--- src/rtl/axi_rd_arbiter.sv ---
// Round-robin read arbiter sharing one AXI master AR/R channel between the
// ICache and DCache refill engines, one whole burst per grant.
module axi_rd_arbiter #(
    parameter int         BURST_LEN = 1,
    parameter logic [3:0] IC_ID     = 4'd0,
    parameter logic [3:0] DC_ID     = 4'd1
) (
    input  logic        clock,
    input  logic        rst_n,
    input  logic        ic_arvalid,
    output logic        ic_arready,
    input  logic [31:0] ic_araddr,
    output logic        ic_rvalid,
    input  logic        ic_rready,
    input  logic        dc_arvalid,
    output logic        dc_arready,
    input  logic [31:0] dc_araddr,
    output logic        dc_rvalid,
    input  logic        dc_rready,
    output logic [63:0] rdata,
    output logic [1:0]  rresp,
    output logic        rlast,
    output logic        m_arvalid,
    input  logic        m_arready,
    output logic [31:0] m_araddr,
    output logic [3:0]  m_arid,
    output logic [7:0]  m_arlen,
    output logic [2:0]  m_arsize,
    output logic [1:0]  m_arburst,
    input  logic        m_rvalid,
    output logic        m_rready,
    input  logic [63:0] m_rdata,
    input  logic [1:0]  m_rresp,
    input  logic        m_rlast,
    input  logic [3:0]  m_rid
);

    typedef enum logic [1:0] {IDLE, ADDR, DATA} state_e;

    state_e      state_q, state_d;
    logic        grant_q, grant_d;          // 0 = ICache, 1 = DCache
    logic        last_grant_q, last_grant_d;
    logic [31:0] addr_q, addr_d;

    // Beats are steered by the grant register alone, so the returned id is ignored.
    logic unused_rid;
    assign unused_rid = ^m_rid;

    assign m_araddr  = addr_q;
    assign m_arlen   = 8'(BURST_LEN);
    assign m_arsize  = 3'b011;
    assign m_arburst = 2'b01;

    always_ff @(posedge clock or negedge rst_n) begin
        if (!rst_n) begin
            state_q      <= IDLE;
            grant_q      <= 1'b0;
            last_grant_q <= 1'b0;
            addr_q       <= '0;
        end else begin
            state_q      <= state_d;
            grant_q      <= grant_d;
            last_grant_q <= last_grant_d;
            addr_q       <= addr_d;
        end
    end

    always_comb begin
        state_d      = state_q;
        grant_d      = grant_q;
        last_grant_d = last_grant_q;
        addr_d       = addr_q;
        m_arvalid    = 1'b0;
        m_arid       = '0;
        ic_arready   = 1'b0;
        dc_arready   = 1'b0;
        m_rready     = 1'b0;
        ic_rvalid    = 1'b0;
        dc_rvalid    = 1'b0;
        rdata        = '0;
        rresp        = '0;
        rlast        = 1'b0;

        case (state_q)
            IDLE: begin
                if (ic_arvalid || dc_arvalid) begin
                    // On a tie the requester that did not win last time goes first.
                    grant_d = dc_arvalid && (!ic_arvalid || !last_grant_q);
                    addr_d  = grant_d ? dc_araddr : ic_araddr;
                    state_d = ADDR;
                end
            end
            ADDR: begin
                m_arvalid  = 1'b1;
                m_arid     = grant_q ? DC_ID : IC_ID;
                ic_arready = !grant_q && m_arready;
                dc_arready = grant_q && m_arready;
                if (m_arready) begin
                    state_d      = DATA;
                    last_grant_d = grant_q;
                end
            end
            DATA: begin
                m_rready  = grant_q ? dc_rready : ic_rready;
                ic_rvalid = !grant_q && m_rvalid;
                dc_rvalid = grant_q && m_rvalid;
                rdata     = m_rdata;
                rresp     = m_rresp;
                rlast     = m_rlast;
                if (m_rvalid && m_rready && m_rlast) state_d = IDLE;
            end
            default: state_d = IDLE;
        endcase
    end

endmodule

--- config.mk ---
export PLATFORM = sky130hd
export DESIGN_NAME = axi_rd_arbiter
export DESIGN_NICKNAME = d
export VERILOG_FILES = /design/src/rtl/axi_rd_arbiter.sv
export SDC_FILE = /design/constraint.sdc
export NUM_CORES = 1
export LEC_CHECK = 0
export BUFFER_PORTS_ARGS = -buffer_cell sky130_fd_sc_hd__buf_2
export CAP_MARGIN = 10
export CORE_AREA = 2 2 103 105
export CTS_BUF_LIST = sky130_fd_sc_hd__clkbuf_8 sky130_fd_sc_hd__clkbuf_16
export DETAILED_ROUTE_END_ITERATION = 16
export DIE_AREA = 0 0 105 107
export SLEW_MARGIN = 20
export SYNTH_ARGS = -nofsm -noshare
export SYNTH_HDL_FRONTEND = slang
export SYNTH_SLANG_ARGS = --single-unit
--- constraint.sdc ---
create_clock -name clock -period 3.6 [get_ports clock]
set_input_delay 1.08 -clock clock [delete_from_list [all_inputs] [get_ports clock]]
set_output_delay 1.08 -clock clock [all_outputs]
set_load 0.005 [all_outputs]
==> results of run 1 <==
## cell families (layout without fill, tap and decap cells)
| logic type | after synthesis | count (layout) | synth area share |
|---|---|---|---|
| AO/OA/AOI/OAI | 7 | 7 | 0.0231 |
| buffers and inverters | 31 | 256 | 0.0823 |
| other | 2 | 16 | 0.00301 |
| multiplexers | 65 | 65 | 0.337 |
| AND/OR/NAND/NOR | 80 | 80 | 0.194 |
| flip-flops | 36 | 36 | 0.361 |
## metal layers
metal	GRT usage	up-vias	wire length (µm)
met5	0	-	0
met4	0.0286	0	51
met3	0.0359	4	675
met2	0.241	134	4110
met1	0.143	1104	2810
li1	-	1172	-
## sequential cells by signal, summed over array words and instances, names as in the netlist
register and flops:
grant_q 1, m_araddr 32, last_grant_q 1, state_q 2
## worst paths after layout
kind / end / slack, ns
max reg2reg: m_araddr[0]$_DFFE_PN0P_ / 1.72
max in group asynchronous: m_araddr[18]$_DFFE_PN0P_ / 2.22
min in group asynchronous: m_araddr[3]$_DFFE_PN0P_ / 0.88
min: m_araddr[21]$_DFFE_PN0P_ / 0.50
max: rdata[48] / 0.96
min reg2reg: m_araddr[21]$_DFFE_PN0P_ / 0.50
## critical path: cells and delay by family, from the launching register on
| kind | cells | cell delay (ns) |
|---|---|---|
| flip-flops | 1 | 0.42 |
| buffers and inverters | 2 | 0.51 |
| AND/OR/NAND/NOR | 2 | 0.34 |
## synthesized netlist by cell type
cell | instances | area (µm²)
nand2_1 | 4 | 15.0
buf_2 | 2 | 10.0
conb_1 | 2 | 7.51
buf_6 | 3 | 33.8
mux2_2 | 35 | 394
a22o_1 | 1 | 8.76
and3_1 | 2 | 12.5
nor2b_1 | 3 | 18.8
mux2i_1 | 1 | 10.0
mux2_4 | 29 | 435
dfrtp_1 | 36 | 901
and2_1 | 68 | 425
o21ai_0 | 3 | 15.0
clkbuf_1 | 8 | 30.0
inv_1 | 1 | 3.75
a21boi_4 | 1 | 18.8
buf_4 | 17 | 128
a21o_1 | 1 | 7.51
nor2_1 | 3 | 11.3
o21a_1 | 1 | 7.51
## power breakdown
group	total [W]	internal, W	switching, W
Clock	0.000296	0.000153	0.000144
Sequential	0.000724	0.000613	0.000111
Combinational	0.00120	0.000688	0.000507
Total	0.00222	0.00145	0.000762
## layout make-up
type	instances	area, µm²	area share
Clock buffer	6	82.6	0.0214
Clock inverter	2	11.3	0.00292
Inverter	1	3.75	0.000972
Multi-Input combinational cell	168	1450	0.375
Sequential cell	36	901	0.233
Tap cell	136	170	0.0441
Timing Repair Buffer	247	1240	0.322
## stage by stage
step | setup WS [ns] | total power (W)
after floorplan | 1.23 | 0.00142
after global placement | 0.963 | 0.00192
after detailed placement | 0.917 | 0.00196
after CTS | 0.915 | 0.00227
after global routing | 0.804 | 0.00240
final | 0.965 | 0.00222
==> flow_summary_export.csv, run 1 <==
group,metric,value,unit
synthesis,synthDistinctLibCells,20,
global_routing,grt_max_degree,72,
synthesis,netlist_area,2490,µm²
detailed_routing,drt-total-wl,7.65,mm
detailed_routing,wire_per_inst,12.8,µm
cells_and_area,syn_to_final_growth,54.8,%
global_routing,grt_pass1_vias,2349,
clock_network,numCtsBuffers,5,
cells_and_area,finalNetCount,602,
synthesis,ys_seq_elements,36,
placed_design,dpl.hpwl,6.47,mm
sta,setup_viol,0,
cells_and_area,fin_area,3860,µm²
detailed_routing,ant_nets,0,
outcome,status,"completed",
cells_and_area,fin_cells,596,
critical_path,cp_cell_sequence,"nor2b_4 > buf_4 > and2_1 > buf_2",
cells_and_area,diodes,0,
clock_network,cts_hold_repair.buffers,0,
clock_network,clk_pin_slew,0.08,ns
synthesis,synth_warnings,0,
power,p_leak,2.24,nW
die,io_pins,265,
critical_path,crit_slowest_cell,"dfrtp_1",
sta,min_period_over_period,0.732,
die,die_x,105,µm
worst_hold_path,min_path_type,"flop to flop",
worst_hold_path,holdPathStages,1,
global_routing,grt_first_pass_wirelength,11.6,mm
sta,timing.fmax,0.379,GHz
critical_path,cp_slowest_stage_delay,0.42,ns
sta,finalHoldViolations,0,
critical_path,crit_type,"flop to output pin",
clock_network,insertion_delay,0.28,ns
clock_network,post_cts_buffers,0,
placed_design,dp.cells,588,
cells_and_area,final_cell_mix,"buf_2, and2_1, dfrtp_1, mux2_2, mux2_4",
die,core.rowCount,37,
sta,hold_ws,0.503,ns
placed_design,dpl_cell_area,3770,µm²
detailed_routing,drtIter0Drc,48,
critical_path,r2r_start,"last_grant_q$_DFFE_PN0P_",
clock_network,htreeDepth,2,
cells_and_area,drive_gt1_frac,0.696,
sta,slew_headroom,0.470,
critical_path,cp-end-kind,"output pin",
detailed_routing,viasPerCell,4.05,
critical_path,ff2ff_path_depth,4,
cells_and_area,final_common_cell,"buf_2",
run,maxCapViolCount,0,
synthesis,yosysSeqAreaShare,0.361,
detailed_routing,vias,2414,
clock_network,ctsResizeCount,0,
power,ir_drop,380,µV
global_routing,grt-ovfl-total,0,
die,dieHeight,107,µm
placed_design,gp_congestion,0.813,
cells_and_area,final_core_util,0.382,
cells_and_area,nFillCells,1062,
sta,fin_setup_tns,0,ns
critical_path,arrival,1.56,ns
sta,period_needed,2.64,ns
die,start_util,0.247,
die,core,10100,µm²
worst_hold_path,holdCritStartpoint,"m_araddr[21]$_DFFE_PN0P_",
critical_path,worstPathRequired,2.52,ns
critical_path,crit_path_max_fanout,71,
clock_network,cts_tree,"yes",
clock_network,cts_sinks,36,
sta,final.setup_skew,0.00739,ns
clock_network,root_buffer,"clkbuf_8",
detailed_routing,drt_first_pass_iters,4,
global_routing,grt_use_total,0.128,
sta,rsz0062_at_grt,"no",
detailed_routing,drc_errors,0,
sta,tightest_slew,0.795,ns
clock_network,clockBufferDepth,2,
power,power_density,574,nW/µm²
placed_design,portBuffers,244,
synthesis,synth_cells,221,
synthesis,postSynthAreaPerCell,11.3,µm²
critical_path,start_kind,"flop",
sta,slew_violations,0,
critical_path,crit_path_start,"state_q[0]$_DFFE_PN0P_",
die,design.die.area,11200,µm²
global_routing,antenna_found_initial,0,
No activity file was read; power rests on OpenSTA's default activity.
==> run 2, diff against run 1 <==
==> constraint.sdc (replaced) <==
create_clock -name clock -period 2.4 [get_ports clock]
set_input_delay 0.72 -clock clock [delete_from_list [all_inputs] [get_ports clock]]
set_output_delay 0.72 -clock clock [all_outputs]
set_load 0.005 [all_outputs]
==> flow_summary_export.csv, run 2 (synthesis results as in run 1) <==
group,metric,value,unit
outcome,status,"completed",
global_routing,antenna_found_initial,0,
global_routing,grt-ovfl-total,0,
sta,slew_violations,0,
power,finalPower,0.00338,W
power,power_density,866,nW/µm²
critical_path,worstPathRequired,1.68,ns
power,ir_drop,508,µV
global_routing,grt_first_pass_wirelength,11.7,mm
critical_path,crit_path_max_fanout,5,
clock_network,root_buffer,"clkbuf_8",
clock_network,cts_hold_repair.buffers,0,
worst_hold_path,min_path_type,"flop to flop",
sta,period_needed,2.18,ns
die,die_x,105,µm
clock_network,post_cts_buffers,0,
sta,rsz0062_at_grt,"no",
cells_and_area,nFillCells,1067,
detailed_routing,drt_first_pass_iters,3,
die,core,10100,µm²
detailed_routing,drt-total-wl,7.62,mm
detailed_routing,ant_nets,0,
placed_design,portBuffers,244,
clock_network,cts_sinks,36,
clock_network,clk_pin_slew,0.08,ns
cells_and_area,final_common_cell,"buf_2",
power,p_leak,2.26,nW
die,dieHeight,107,µm
die,design.die.area,11200,µm²
global_routing,grt_pass1_vias,2461,
critical_path,arrival,1.46,ns
critical_path,crit_slowest_cell,"dfrtp_1",
cells_and_area,seqCellArea,901,µm²
clock_network,ctsResizeCount,0,
detailed_routing,viasPerCell,4.06,
cells_and_area,multi_input_area,1450,µm²
critical_path,cp-end-kind,"output pin",
clock_network,htreeDepth,2,
placed_design,dpl.hpwl,6.43,mm
clock_network,insertion_delay,0.28,ns
cells_and_area,final_cell_mix,"buf_2, and2_1, dfrtp_1, mux2_2, mux2_4",
global_routing,grt_use_total,0.127,
cells_and_area,diodes,0,
clock_network,cts_tree,"yes",
sta,fin_setup_tns,0,ns
critical_path,crit_cells,4,
sta,setup_viol,0,
clock_network,numCtsBuffers,5,
sta,final.setup_skew,0.0113,ns
critical_path,path_delay_family,"simple AND/OR/NAND/NOR gates",
detailed_routing,drtIter0Drc,49,
die,io_pins,265,
critical_path,crit_buf_inv,1,
global_routing,grt_max_degree,72,
clock_network,clockBufferDepth,2,
placed_design,dp.cells,589,
critical_path,cp_slowest_stage_delay,0.41,ns
worst_hold_path,holdPathStages,1,
die,start_util,0.247,
detailed_routing,vias,2423,
sta,timing.fmax,0.459,GHz
placed_design,gp_congestion,0.805,
critical_path,crit_type,"flop to output pin",
detailed_routing,wire_per_inst,12.8,µm
cells_and_area,largest_reg_flops,32,
sta,slew_headroom,0.456,
cells_and_area,fin_cells,597,
run,maxCapViolCount,0,
die,core.rowCount,37,
sta,finalHoldViolations,0,
sta,min_period_over_period,0.908,
critical_path,cp_cell_sequence,"nor2b_1 > nand2_1 > nor2_1 > buf_2",
critical_path,start_kind,"flop",
critical_path,ff2ff_path_depth,4,
cells_and_area,drive_gt1_frac,0.696,
sta,tightest_slew,0.816,ns
detailed_routing,drc_errors,0,
cells_and_area,finalNetCount,603,
cells_and_area,syn_to_final_growth,56.6,%
==> run 2: report_power, final <==
part	total, W	internal [W]	switching, W
Clock	0.000441	0.000229	0.000212
Sequential	0.00108	0.000920	0.000163
Combinational	0.00186	0.00108	0.000779
Total	0.00338	0.00223	0.00115
==> run 2: cell type report <==
class | instances | area share
flip-flops and latches | 36 | 0.231
multi-input cells | 168 | 0.371
well taps | 136 | 0.0436
clock inverters | 2 | 0.00288
repair buffers | 248 | 0.330
clock buffers | 6 | 0.0211
inverters | 1 | 0.000961
==> run 2: per-layer routing <==
layer,part of all wire,GRT usage,routed length (µm),up-vias
met5,0,0,0,-
met4,0.013,0.0352,99,0
met3,0.091,0.0365,691,6
met2,0.52,0.239,3940,138
met1,0.38,0.139,2890,1105
li1,-,-,-,1174
==> run 2: path summary, 6_finish.rpt <==
check                                         start                  endpoint  slack, ns
min in group asynchronous                     rst_n   m_araddr[3]$_DFFE_PN0P_       0.53
hold / removal             m_araddr[23]$_DFFE_PN0P_  m_araddr[23]$_DFFE_PN0P_       0.50
setup reg to reg           last_grant_q$_DFFE_PN0P_   m_araddr[0]$_DFFE_PN0P_       0.81
hold reg to reg            m_araddr[23]$_DFFE_PN0P_  m_araddr[23]$_DFFE_PN0P_       0.50
setup / recovery             state_q[0]$_DFFE_PN0P_                ic_arready       0.22
max in group asynchronous                     rst_n  m_araddr[23]$_DFFE_PN0P_       1.35
==> run 2: per-stage QoR <==
stage	utilization	setup WS, ns	instance area [µm²]	hold slack [ns]
CTS	0.387	0.114	3910	0.505
global route	0.387	0.0382	3910	0.514
finish	0.387	0.221	3910	0.500
detailed placement	0.378	0.334	3810	0.490
floorplan	-	0.570	2550	0.424
global placement	0.378	0.371	3810	0.485
==> run 3, diff against run 2 <==
--- a/config.mk
+++ b/config.mk
@@ -11,6 +11,7 @@
 export CTS_BUF_LIST = sky130_fd_sc_hd__clkbuf_8 sky130_fd_sc_hd__clkbuf_16
 export DETAILED_ROUTE_END_ITERATION = 16
 export DIE_AREA = 0 0 105 107
+export RECOVER_POWER = 100
 export SLEW_MARGIN = 20
 export SYNTH_ARGS = -nofsm -noshare
 export SYNTH_HDL_FRONTEND = slang
==> flow_summary_export.csv, run 3 (synthesis results as in run 1) <==
group,metric,value,unit
outcome,status,"completed",
placed_design,dpl.hpwl,6.43,mm
die,start_util,0.247,
detailed_routing,ant_nets,0,
critical_path,crit_type,"flop to output pin",
run,maxCapViolCount,0,
cells_and_area,fin_cells,597,
sta,timing.fmax,0.455,GHz
clock_network,cts_tree,"yes",
global_routing,grt-ovfl-total,0,
global_routing,antenna_found_initial,0,
cells_and_area,syn_to_final_growth,48.5,%
sta,rsz0062_at_grt,"no",
die,io_pins,265,
global_routing,grt_first_pass_wirelength,11.7,mm
cells_and_area,fin_area,3700,µm²
clock_network,insertion_delay,0.28,ns
cells_and_area,largest_reg_flops,32,
sta,slew_headroom,0.393,
clock_network,cts_hold_repair.buffers,0,
sta,finalHoldViolations,0,
critical_path,arrival,1.48,ns
clock_network,post_cts_buffers,0,
clock_network,clockBufferDepth,2,
sta,final.setup_skew,0.0119,ns
clock_network,htreeDepth,2,
die,design.die.area,11200,µm²
cells_and_area,drive_gt1_frac,0.499,
power,p_leak,1.89,nW
power,ir_drop,517,µV
global_routing,grt_pass1_vias,2461,
detailed_routing,drc_errors,0,
detailed_routing,viasPerCell,4.09,
sta,period_needed,2.20,ns
sta,slew_violations,0,
detailed_routing,vias,2443,
placed_design,gp_congestion,0.805,
cells_and_area,final_cell_mix,"buf_2, clkbuf_1, and2_1, dfrtp_1, mux2_2",
worst_hold_path,min_path_type,"flop to flop",
critical_path,start_kind,"flop",
detailed_routing,wire_per_inst,12.8,µm
detailed_routing,drtIter0Drc,53,
placed_design,portBuffers,244,
critical_path,worstPathRequired,1.68,ns
clock_network,cts_sinks,36,
critical_path,crit_path_max_fanout,71,
placed_design,dpl_cell_area,3810,µm²
die,dieHeight,107,µm
placed_design,dp.cells,589,
cells_and_area,finalNetCount,603,
global_routing,grt_max_degree,72,
clock_network,root_buffer,"clkbuf_8",
clock_network,ctsResizeCount,0,
power,power_density,867,nW/µm²
clock_network,numCtsBuffers,5,
cells_and_area,diodes,0,
detailed_routing,drt-total-wl,7.63,mm
critical_path,cp-end-kind,"output pin",
die,core.rowCount,37,
sta,setup_viol,0,
die,core,10100,µm²
global_routing,grt_use_total,0.127,
sta,tightest_slew,0.911,ns
clock_network,clk_pin_slew,0.08,ns
sta,min_period_over_period,0.916,
detailed_routing,drt_first_pass_iters,4,
cells_and_area,final_common_cell,"buf_2",
sta,fin_setup_tns,0,ns
sta,hold_ws,0.480,ns
die,die_x,105,µm
run 3: cell types whose count changed in the layout (fill, tap and decap cells not counted), moves of 3 or more:
cell	before	now
and2_0	0	18
mux2_4	29	2
and2_1	68	50
clkbuf_2	0	4
buf_1	0	3
buf_2	244	178
clkbuf_1	0	60
mux2_1	0	27
run 3: layout make-up:
cell class                 instances  area [µm²]
tap                              136         170
inverter                           1        3.75
clock inverter                     2        11.3
clock buffer                       6        82.6
timing repair buffer             248        1200
multi-input combinational        168        1340
fill                            1128        6390
sequential                        36         901
run 3: final timing paths:
kind / from / end / slack, ns / cells past startpoint
min in group asynchronous: rst_n / m_araddr[3]$_DFFE_PN0P_ / 0.56 / 1
worst min-delay path: last_grant_q$_DFFE_PN0P_ / last_grant_q$_DFFE_PN0P_ / 0.48 / 1
worst max-delay path: state_q[0]$_DFFE_PN0P_ / rdata[54] / 0.20 / 4
max in group asynchronous: rst_n / m_araddr[23]$_DFFE_PN0P_ / 1.27 / 1
worst min register to register: last_grant_q$_DFFE_PN0P_ / last_grant_q$_DFFE_PN0P_ / 0.48 / 1
worst max register to register: last_grant_q$_DFFE_PN0P_ / m_araddr[28]$_DFFE_PN0P_ / 0.40 / 4
run 3: critical path: stages (launching register included):
cell and delay [ns]:
dfrtp_1 0.42, nor2b_4 0.12, buf_6 0.30, and2_0 0.22, buf_2 0.13
run 3: stage by stage:
stage	utilization	worst slack, ns	total power [W]
CTS	0.387	0.114	0.00346
floorplan	-	0.570	0.00213
finish	0.367	0.202	0.00321
global route	0.367	0.0539	0.00348
global placement	0.378	0.371	0.00295
detailed placement	0.378	0.334	0.00300
run 3: power by group:
| group | leakage, nW | switching, W | internal (W) |
|---|---|---|---|
| Clock | 0.0486 | 0.000211 | 0.000229 |
| Sequential | 0.424 | 0.000164 | 0.000920 |
| Combinational | 1.42 | 0.000769 | 0.000916 |
| Total | 1.89 | 0.00114 | 0.00206 |
run 3: routing by layer:
layer	up-vias	global-route usage	wire length, µm
li1	1176	-	-
met1	1125	0.139	2930
met2	136	0.239	3950
met3	6	0.0365	649
met4	0	0.0352	99
met5	-	0	0
